`config.mk`:
```
export PLATFORM = sky130hd
export DESIGN_NAME = divider_iter
export DESIGN_NICKNAME = d
export VERILOG_FILES = /design/src/rtl/divider_iter.sv
export SDC_FILE = /design/constraint.sdc
export NUM_CORES = 1
export LEC_CHECK = 0
export BUFFER_PORTS_ARGS = -buffer_cell sky130_fd_sc_hd__buf_2
export CELL_PAD_IN_SITES_DETAIL_PLACEMENT = 0
export CELL_PAD_IN_SITES_GLOBAL_PLACEMENT = 1
export CORE_ASPECT_RATIO = 0.7
export CORE_MARGIN = 2
export CORE_UTILIZATION = 40
export CTS_CLUSTER_SIZE = 20
export DETAILED_ROUTE_END_ITERATION = 8
export PLACE_DENSITY = 0.84
export SYNTH_ARGS = -nofsm -noshare
export SYNTH_HDL_FRONTEND = slang
export SYNTH_SLANG_ARGS = --single-unit
```
`constraint.sdc`:
```
create_clock -name clk -period 3.9 [get_ports clk]
set_input_delay 0.195 -clock clk [delete_from_list [all_inputs] [get_ports clk]]
set_output_delay 0.195 -clock clk [all_outputs]
set_load 0.02 [all_outputs]
```
`src/rtl/divider_iter.sv`:
```
// rtl/divider_iter.sv - parametrised radix-2 restoring divider
// Restoring divider on operand magnitudes with optional leading-zero skip;
// signs are reapplied in FIX. Result is {remainder, quotient}.
module divider_iter #(
  parameter int WIDTH     = 32,
  parameter bit EARLY_OUT = 1'b1
) (
  input  logic               clk,
  input  logic               rst,
  input  logic               start,
  input  logic               abandon,
  input  logic               stall,
  input  logic               signdiv,
  input  logic [WIDTH-1:0]   opr1,
  input  logic [WIDTH-1:0]   opr2,
  output logic               busy,
  output logic               ready,
  output logic               dbz,
  output logic [2*WIDTH-1:0] res
);

  localparam int CW = $clog2(WIDTH + 1);

  typedef enum logic [2:0] {S_IDLE, S_DIVZ, S_BUSY, S_FIX, S_DONE} state_t;

  state_t             state_q, state_d;
  logic               qneg_q, qneg_d;
  logic               rneg_q, rneg_d;
  logic [WIDTH-1:0]   dvs_q, dvs_d;
  logic [WIDTH-1:0]   dvd_q, dvd_d;
  logic [WIDTH-1:0]   rem_q, rem_d;
  logic [CW-1:0]      cnt_q, cnt_d;
  logic               ready_q, ready_d;
  logic               dbz_q, dbz_d;
  logic [2*WIDTH-1:0] res_q, res_d;

  logic               a_neg, b_neg;
  logic [WIDTH-1:0]   a_mag, b_mag;
  logic [CW-1:0]      lz, k;
  logic [WIDTH:0]     shifted, trial;
  logic [WIDTH-1:0]   rem_fix, quo_fix;

  always_comb begin
    a_neg = signdiv & opr1[WIDTH-1];
    b_neg = signdiv & opr2[WIDTH-1];
    a_mag = a_neg ? -opr1 : opr1;
    b_mag = b_neg ? -opr2 : opr2;
    lz = CW'(WIDTH);
    for (int i = 0; i < WIDTH; i++) begin
      if (a_mag[i]) lz = CW'(WIDTH - 1 - i);
    end
    k = EARLY_OUT ? lz : '0;
  end

  // The dividend register doubles as the quotient: bits leave at the top
  // while quotient bits enter at the bottom.
  always_comb begin
    shifted = {rem_q, dvd_q[WIDTH-1]};
    trial   = shifted - {1'b0, dvs_q};
    rem_fix = rneg_q ? -rem_q : rem_q;
    quo_fix = qneg_q ? -dvd_q : dvd_q;
  end

  always_comb begin
    state_d = state_q;
    qneg_d  = qneg_q;
    rneg_d  = rneg_q;
    dvs_d   = dvs_q;
    dvd_d   = dvd_q;
    rem_d   = rem_q;
    cnt_d   = cnt_q;
    ready_d = ready_q;
    dbz_d   = dbz_q;
    res_d   = res_q;
    if (abandon) begin
      state_d = S_IDLE;
      ready_d = 1'b0;
      dbz_d   = 1'b0;
      res_d   = '0;
    end else begin
      case (state_q)
        S_IDLE: begin
          ready_d = 1'b0;
          dbz_d   = 1'b0;
          res_d   = '0;
          if (start) begin
            qneg_d = a_neg ^ b_neg;
            rneg_d = a_neg;
            dvs_d  = b_mag;
            rem_d  = '0;
            if (opr2 == '0) begin
              dvd_d   = '0;
              cnt_d   = '0;
              state_d = S_DIVZ;
            end else begin
              dvd_d   = a_mag << k;
              cnt_d   = k;
              state_d = (k == CW'(WIDTH)) ? S_FIX : S_BUSY;
            end
          end
        end
        S_BUSY: begin
          if (cnt_q == CW'(WIDTH)) begin
            state_d = S_FIX;
          end else begin
            // trial sign bit set means the divisor did not fit: restore
            if (!trial[WIDTH]) begin
              rem_d = trial[WIDTH-1:0];
              dvd_d = {dvd_q[WIDTH-2:0], 1'b1};
            end else begin
              rem_d = shifted[WIDTH-1:0];
              dvd_d = {dvd_q[WIDTH-2:0], 1'b0};
            end
            cnt_d = cnt_q + CW'(1);
            if (cnt_q == CW'(WIDTH - 1)) state_d = S_FIX;
          end
        end
        S_FIX: begin
          res_d   = {rem_fix, quo_fix};
          ready_d = 1'b1;
          state_d = S_DONE;
        end
        S_DIVZ: begin
          res_d   = '0;
          dbz_d   = 1'b1;
          ready_d = 1'b1;
          state_d = S_DONE;
        end
        S_DONE: begin
          if (!start && !stall) begin
            ready_d = 1'b0;
            dbz_d   = 1'b0;
            res_d   = '0;
            state_d = S_IDLE;
          end
        end
        default: state_d = S_IDLE;
      endcase
    end
  end

  always_ff @(posedge clk or negedge rst) begin
    if (!rst) begin
      state_q <= S_IDLE;
      qneg_q  <= 1'b0;
      rneg_q  <= 1'b0;
      dvs_q   <= '0;
      dvd_q   <= '0;
      rem_q   <= '0;
      cnt_q   <= '0;
      ready_q <= 1'b0;
      dbz_q   <= 1'b0;
      res_q   <= '0;
    end else begin
      state_q <= state_d;
      qneg_q  <= qneg_d;
      rneg_q  <= rneg_d;
      dvs_q   <= dvs_d;
      dvd_q   <= dvd_d;
      rem_q   <= rem_d;
      cnt_q   <= cnt_d;
      ready_q <= ready_d;
      dbz_q   <= dbz_d;
      res_q   <= res_d;
    end
  end

  assign busy  = (state_q != S_IDLE);
  assign ready = ready_q;
  assign dbz   = dbz_q;
  assign res   = res_q;

endmodule

```
Word-level counts from Yosys, hierarchy flattened

Index checks and enable logic that the tools add are counted.

Word-level logic and storage cells: 116
Input port bits: 70
Bits in registers: 173
Output and inout bits: 67

Bitwise logic cells: 4
Multiplexer cells: 65
Reduce and logical (&&, ||, !) cells: 18
Shift operators: 1
$add $sub $neg: 6
Eq/ne operators: 12

Operators by type and width:

| cell                                           | number |
|---|---|
| two-way mux 32 bit                             | 10 |
| two-way mux 6 bit                              | 35 |
| one-hot mux 64 bit (3 select lines)            | 1 |
| two-way mux 64 bit                             | 2 |
| negator 32 bit                                 | 4 |
| one-hot mux 32 bit (2 select lines)            | 2 |
| subtractor 33 x 32 -> 33 bit                   | 1 |
| logical NOT 32 bit                             | 1 |
| << shifter 32 x 6 -> 32 bit                    | 1 |
| two-way mux 3 bit                              | 5 |
| == test 6 bit (second input constant)          | 2 |
| one-hot mux 3 bit (4 select lines)             | 1 |
| one-hot mux 6 bit (2 select lines)             | 1 |
| nonzero test 4 bit                             | 3 |
| adder 6 x 1 -> 6 bit (second input constant)   | 1 |
| == test 3 x 2 -> 1 bit (second input constant) | 2 |
| == test 6 x 5 -> 1 bit (second input constant) | 1 |
| != test 3 bit (second input constant)          | 2 |
| one-hot mux 1 bit (3 select lines)             | 2 |
| AND reduction 2 bit                            | 3 |
| AND reduction 3 bit                            | 2 |
| two-way mux 1 bit                              | 5 |
| != test 2 bit (second input constant)          | 2 |
| != test 4 bit (second input constant)          | 1 |
| other kinds (13)                               | 16 |

Depth between registers and ports, before layout

Depth in word-level cells: 40
Gate-level depth with buffers: 18
Mapped depth without buffers: 16

Worst setup path before layout

Ideal clock, no wire load.

Path type: input to register
Start: input opr1[0]
End: register dvd_q[29]
Stages on the path: 15
Required time: 3.771 ns
Arrival: 3.771 ns
Path slack: 0.000 ns
Buffers on the path: 1
Cells stage by stage: clkbuf_1 > inv_1 > ha_1 > or4b_4 > o31ai_4 > xor2_1 > a21oi_1 > o22a_1 > a221o_1 > o21a_1 > or3_1 > a31oi_1 > a31oi_1 > o221a_1 > a2111o_1

Longest elaborated chain between the ends: 38

Ends and longest elaborated chain:

| what                                    | RTL line | RTL |
|---|---|---|
| start, declared                         | 14       | `input logic [WIDTH-1:0] opr1,` |
| negator 32 bit                          | 46       | `a_mag = a_neg ? -opr1 : opr1;` |
| two-way mux 32 bit (*)                  | 46       |  |
| two-way mux 6 bit (32 in series)        | 50       | `if (a_mag[i]) lz = CW'(WIDTH - 1 - i);` |
| << shifter 32 x 6 -> 32 bit (*)         | 96       | `dvd_d = a_mag << k;` |
| two-way mux 32 bit (*)                  | 91       | `if (opr2 == '0) begin` |
| two-way mux 32 bit (*)                  | 86       | `if (start) begin` |
| one-hot mux 32 bit (2 select lines) (*) | 81       | `case (state_q)` |
| end signal, assigned                    | 159      | `dvd_q <= dvd_d;` |
| end, declared                           | 30       | `logic [WIDTH-1:0] dvd_q, dvd_d;` |

Mark *: on every way between the ends. The rest lies on a longest branch, timed or not. The select of a mux whose other input is x is not followed.
A chain may end at the register's enable or synchronous reset.

Worst setup path after layout

Start: input opr1[0]
End: register dvd_q[27]

Same word-level chain as after synthesis.

==> impl_metrics.py <==
metrics = {
    "outcome": {
        "status": "finished, final reports clean",
    },
    "floorplanning": {
        "die-area_sq_um": 38000,
        "pin_count": 137,
        "initial_utilization": 0.406,
        "die_height_um": 164,
        "die_w_um": 232,
        "rows": 58,
        "coreArea_sq_um": 35900,
    },
    "setup_path": {
        "arrival_ns": 4.02,
        "cp.required_ns": 4.21,
        "crit_type": "input port to flip-flop",
        "cp_cell_sequence": "buf_2 -> inv_1 -> ha_1 -> or4b_4 -> o31ai_4 -> xor2_1 -> a21oi_1 -> o22a_1 -> a221o_1 -> o21ai_2 -> nand2_1 -> buf_4 -> buf_4 -> o211ai_1 -> nand2_1 -> a221oi_1 -> a31oi_1",
        "reg2reg_to": "rem_q[31]",
        "worstPathMaxFanout": 6,
        "rrSetupSlack_ns": 0.20,
        "critPathMaxStageDelay_ns": 0.55,
        "startpoint_type": "input port",
        "crit_slowest_cell": "or4b_4",
        "rr_startpoint": "dvd_q[31]",
        "r2r_cells": 15,
        "endpoint_kind": "flip-flop",
    },
    "global_route": {
        "grt_util_all_layers": 0.265,
        "grt_start_max_net_pins": 98,
        "grt_overflow": 0,
        "grt_pass1_vias": 14263,
        "antenna_found_initial": 5,
        "grt_pass1_wl_mm": 80.2,
    },
    "pwr": {
        "peakVddDrop_mv": 0.352,
        "power.leakage_nw": 8.13,
        "power_density_nw_per_um2": 639,
    },
    "logic_synthesis": {
        "synth_top_cells_by_area": "dfrtp_1 (30%), o21ai_0 (7.5%), nand2_1 (6.5%)",
        "syn_area_sq_um": 14600,
        "ys_dominant_reg_cell": "dfrtp_1",
        "synth-edff-count": 0,
        "yosys_warnings": 0,
        "syn-num-nets": 1952,
        "async_flop_share": 1.00,
        "synth_cell_types": 106,
        "synth_cells": 1842,
        "synth_top_cell_by_area": "dfrtp_1",
        "synth_top_area_frac": 0.297,
        "synth_common_cells": "nand2_1 (252), o21ai_0 (218), dfrtp_1 (173), nor2_1 (103), a21oi_1 (93)",
        "yosysSeqAreaShare": 0.297,
        "avgSynthCellArea_sq_um": 7.92,
        "synth_most_common_cell": "nand2_1",
        "ys_ff_latch": 173,
    },
    "worst_hold_path": {
        "min_to": "dvs_q[30]",
        "hold_class": "input port to flip-flop",
        "min_path_cells": 3,
        "min-delay-start": "opr2[30]",
    },
    "cts": {
        "worst_skew_pair.late_latency_ns": 0.44,
        "numCtsBuffers": 17,
        "cts.sinks": 173,
        "htreeDepth": 4,
        "root_buffer": "clkbuf_16",
        "cts_max_path_buffers": 2,
        "cts_tree": "yes",
        "clk_pin_slew_ns": 0.07,
    },
    "sta": {
        "tns_ns": 0,
        "setup_viol": 0,
        "layout_min_cycle_time_ns": 3.71,
        "slew_violations": 0,
        "max_slew.worst_pin.slew_ns": 1.08,
        "skew_ns": 0.0119,
        "whs_ns": 0.0709,
        "min_period_over_period": 0.952,
        "rsz0062_at_grt": "false",
        "fmax_mhz": 269,
        "maxSlewHeadroom": 0.282,
        "hold_viol": 0,
    },
    "route": {
        "drc_errors": 0,
        "antenna_left": 0,
        "routedWlPerCell_um": 18.9,
        "drt_iter0_markers": 1521,
        "via_per_inst": 5.82,
        "firstDrtPassIters": 6,
        "drt_wl_total_mm": 50.3,
        "vias": 15523,
    },
    "layout": {
        "final_core_util": 0.509,
        "drive_gt1_frac": 0.240,
        "multi_input_area_sq_um": 9570,
        "nets": 2279,
        "fill_cells": 3506,
        "area.sequential_sq_um": 4330,
        "syn_to_final_growth_pct": 25.4,
    },
    "flow_run": {
        "max_cap_viol_count": 0,
    },
    "placed_design": {
        "gp_congestion": 0.949,
        "port_buffers": 136,
        "detailed_place_hpwl_mm": 40.2,
    },
}
## what timing repair did
item | in CTS | in global routing
endpoints found under the setup margin | 0 | 33
gates resized for setup | 0 | 12
endpoints found under the hold margin | 76 | 0
setup buffers | 0 | 2
hold buffers | 1 | 0
## state kept, by name (all words and copies together) (netlist names)
signal / flops
state_q: 3
cnt_q: 6
qneg_q: 1
dbz: 1
rem_q: 32
dvd_q: 32
res: 64
rneg_q: 1
dvs_q: 32
ready: 1
## worst max-delay path: cells and delay by family
family                     cells  cell delay [ns]
xor gates and xnor gates       1             0.28
and+or+nand+nor                3             0.90
adders and majority gates      1             0.24
AOI/OAI and AO/OA              8             1.88
buffers and inverters          4             0.51
## cell type report
cell class / instances / share of cell area
diodes: 3 / 0.000410
well taps: 480 / 0.0328
inverters: 68 / 0.0140
repair buffers: 425 / 0.161
flip-flops and latches: 173 / 0.237
clock inverters: 13 / 0.00787
multi-input cells: 1484 / 0.523
clock buffers: 19 / 0.0242
## cell usage in the layout, fill, tap and decap left out, types with 7 or more instances in the layout
master and instances:
buf_4 281, nand2_1 252, o21ai_0 217, dfrtp_1 173, buf_2 135, nor2_1 102
a21oi_1 91, xor2_1 88, inv_1 68, xnor2_1 67, nand3_1 52, nor3_1 46
mux2i_1 40, ha_1 39, a31oi_1 30, o211ai_1 30, nor4_1 24, a22oi_1 23
or3_1 20, o31ai_1 20, a211oi_1 20, o221ai_1 19, a21o_1 19, o21a_1 18
clkbuf_16 17, or4_1 16, nand4_1 16, o41ai_1 13, nand2b_1 12, or2_2 11
and3_1 10, o22ai_1 10, and2_1 9, a41oi_1 7
## cells by family after synthesis
kind of cell    after synthesis  synth area share
mux                          45            0.0315
flops                       173             0.297
buf+inv                     185            0.0514
fa+ha+maj                    40            0.0348
xor+xnor                    158            0.0959
compound gates              620             0.280
simple gates                621             0.209
## per-layer routing
metal / wire, um / vias up / track usage
met5: 34 / - / 0
met4: 554 / 4 / 0.0481
met3: 4430 / 48 / 0.0391
met2: 19700 / 647 / 0.365
met1: 25500 / 7366 / 0.431
li1: - / 7458 / -
## stage by stage
stage               worst slack (ns)  instances  cell area (sq um)  total power [W]
global route                 0.00117       2664              18300           0.0126
floorplan                   0.000446       1842              14600          0.00749
CTS                           0.0637       2660              18200           0.0115
global placement              -0.269       2627              17600          0.00957
detailed placement            -0.374       2627              17600          0.00973
finish                         0.187       2665              18300           0.0117
## worst max path at each step
stage / startpoint / endpoint / slack, ns / cells after the start
2_1_floorplan: opr1[0] / dvd_q[29] / 0.0004 / 15
3_3_place_gp: opr1[0] / dvd_q[29] / -0.27 / 15
3_5_place_dp: opr1[0] / dvd_q[24] / -0.37 / 17
4_1_cts: opr1[0] / dvd_q[24] / 0.06 / 17
5_1_grt: opr1[0] / dvd_q[16] / 0.001 / 19
6_report: opr1[0] / dvd_q[27] / 0.19 / 17
## power by group
| part | internal (W) | switching (W) | total (W) |
|---|---|---|---|
| logic | 0.00294 | 0.00400 | 0.00694 |
| clock network | 0.000928 | 0.000801 | 0.00173 |
| registers | 0.00229 | 0.000724 | 0.00301 |
| total | 0.00616 | 0.00552 | 0.0117 |
No activity file was read; power rests on OpenSTA's default activity.
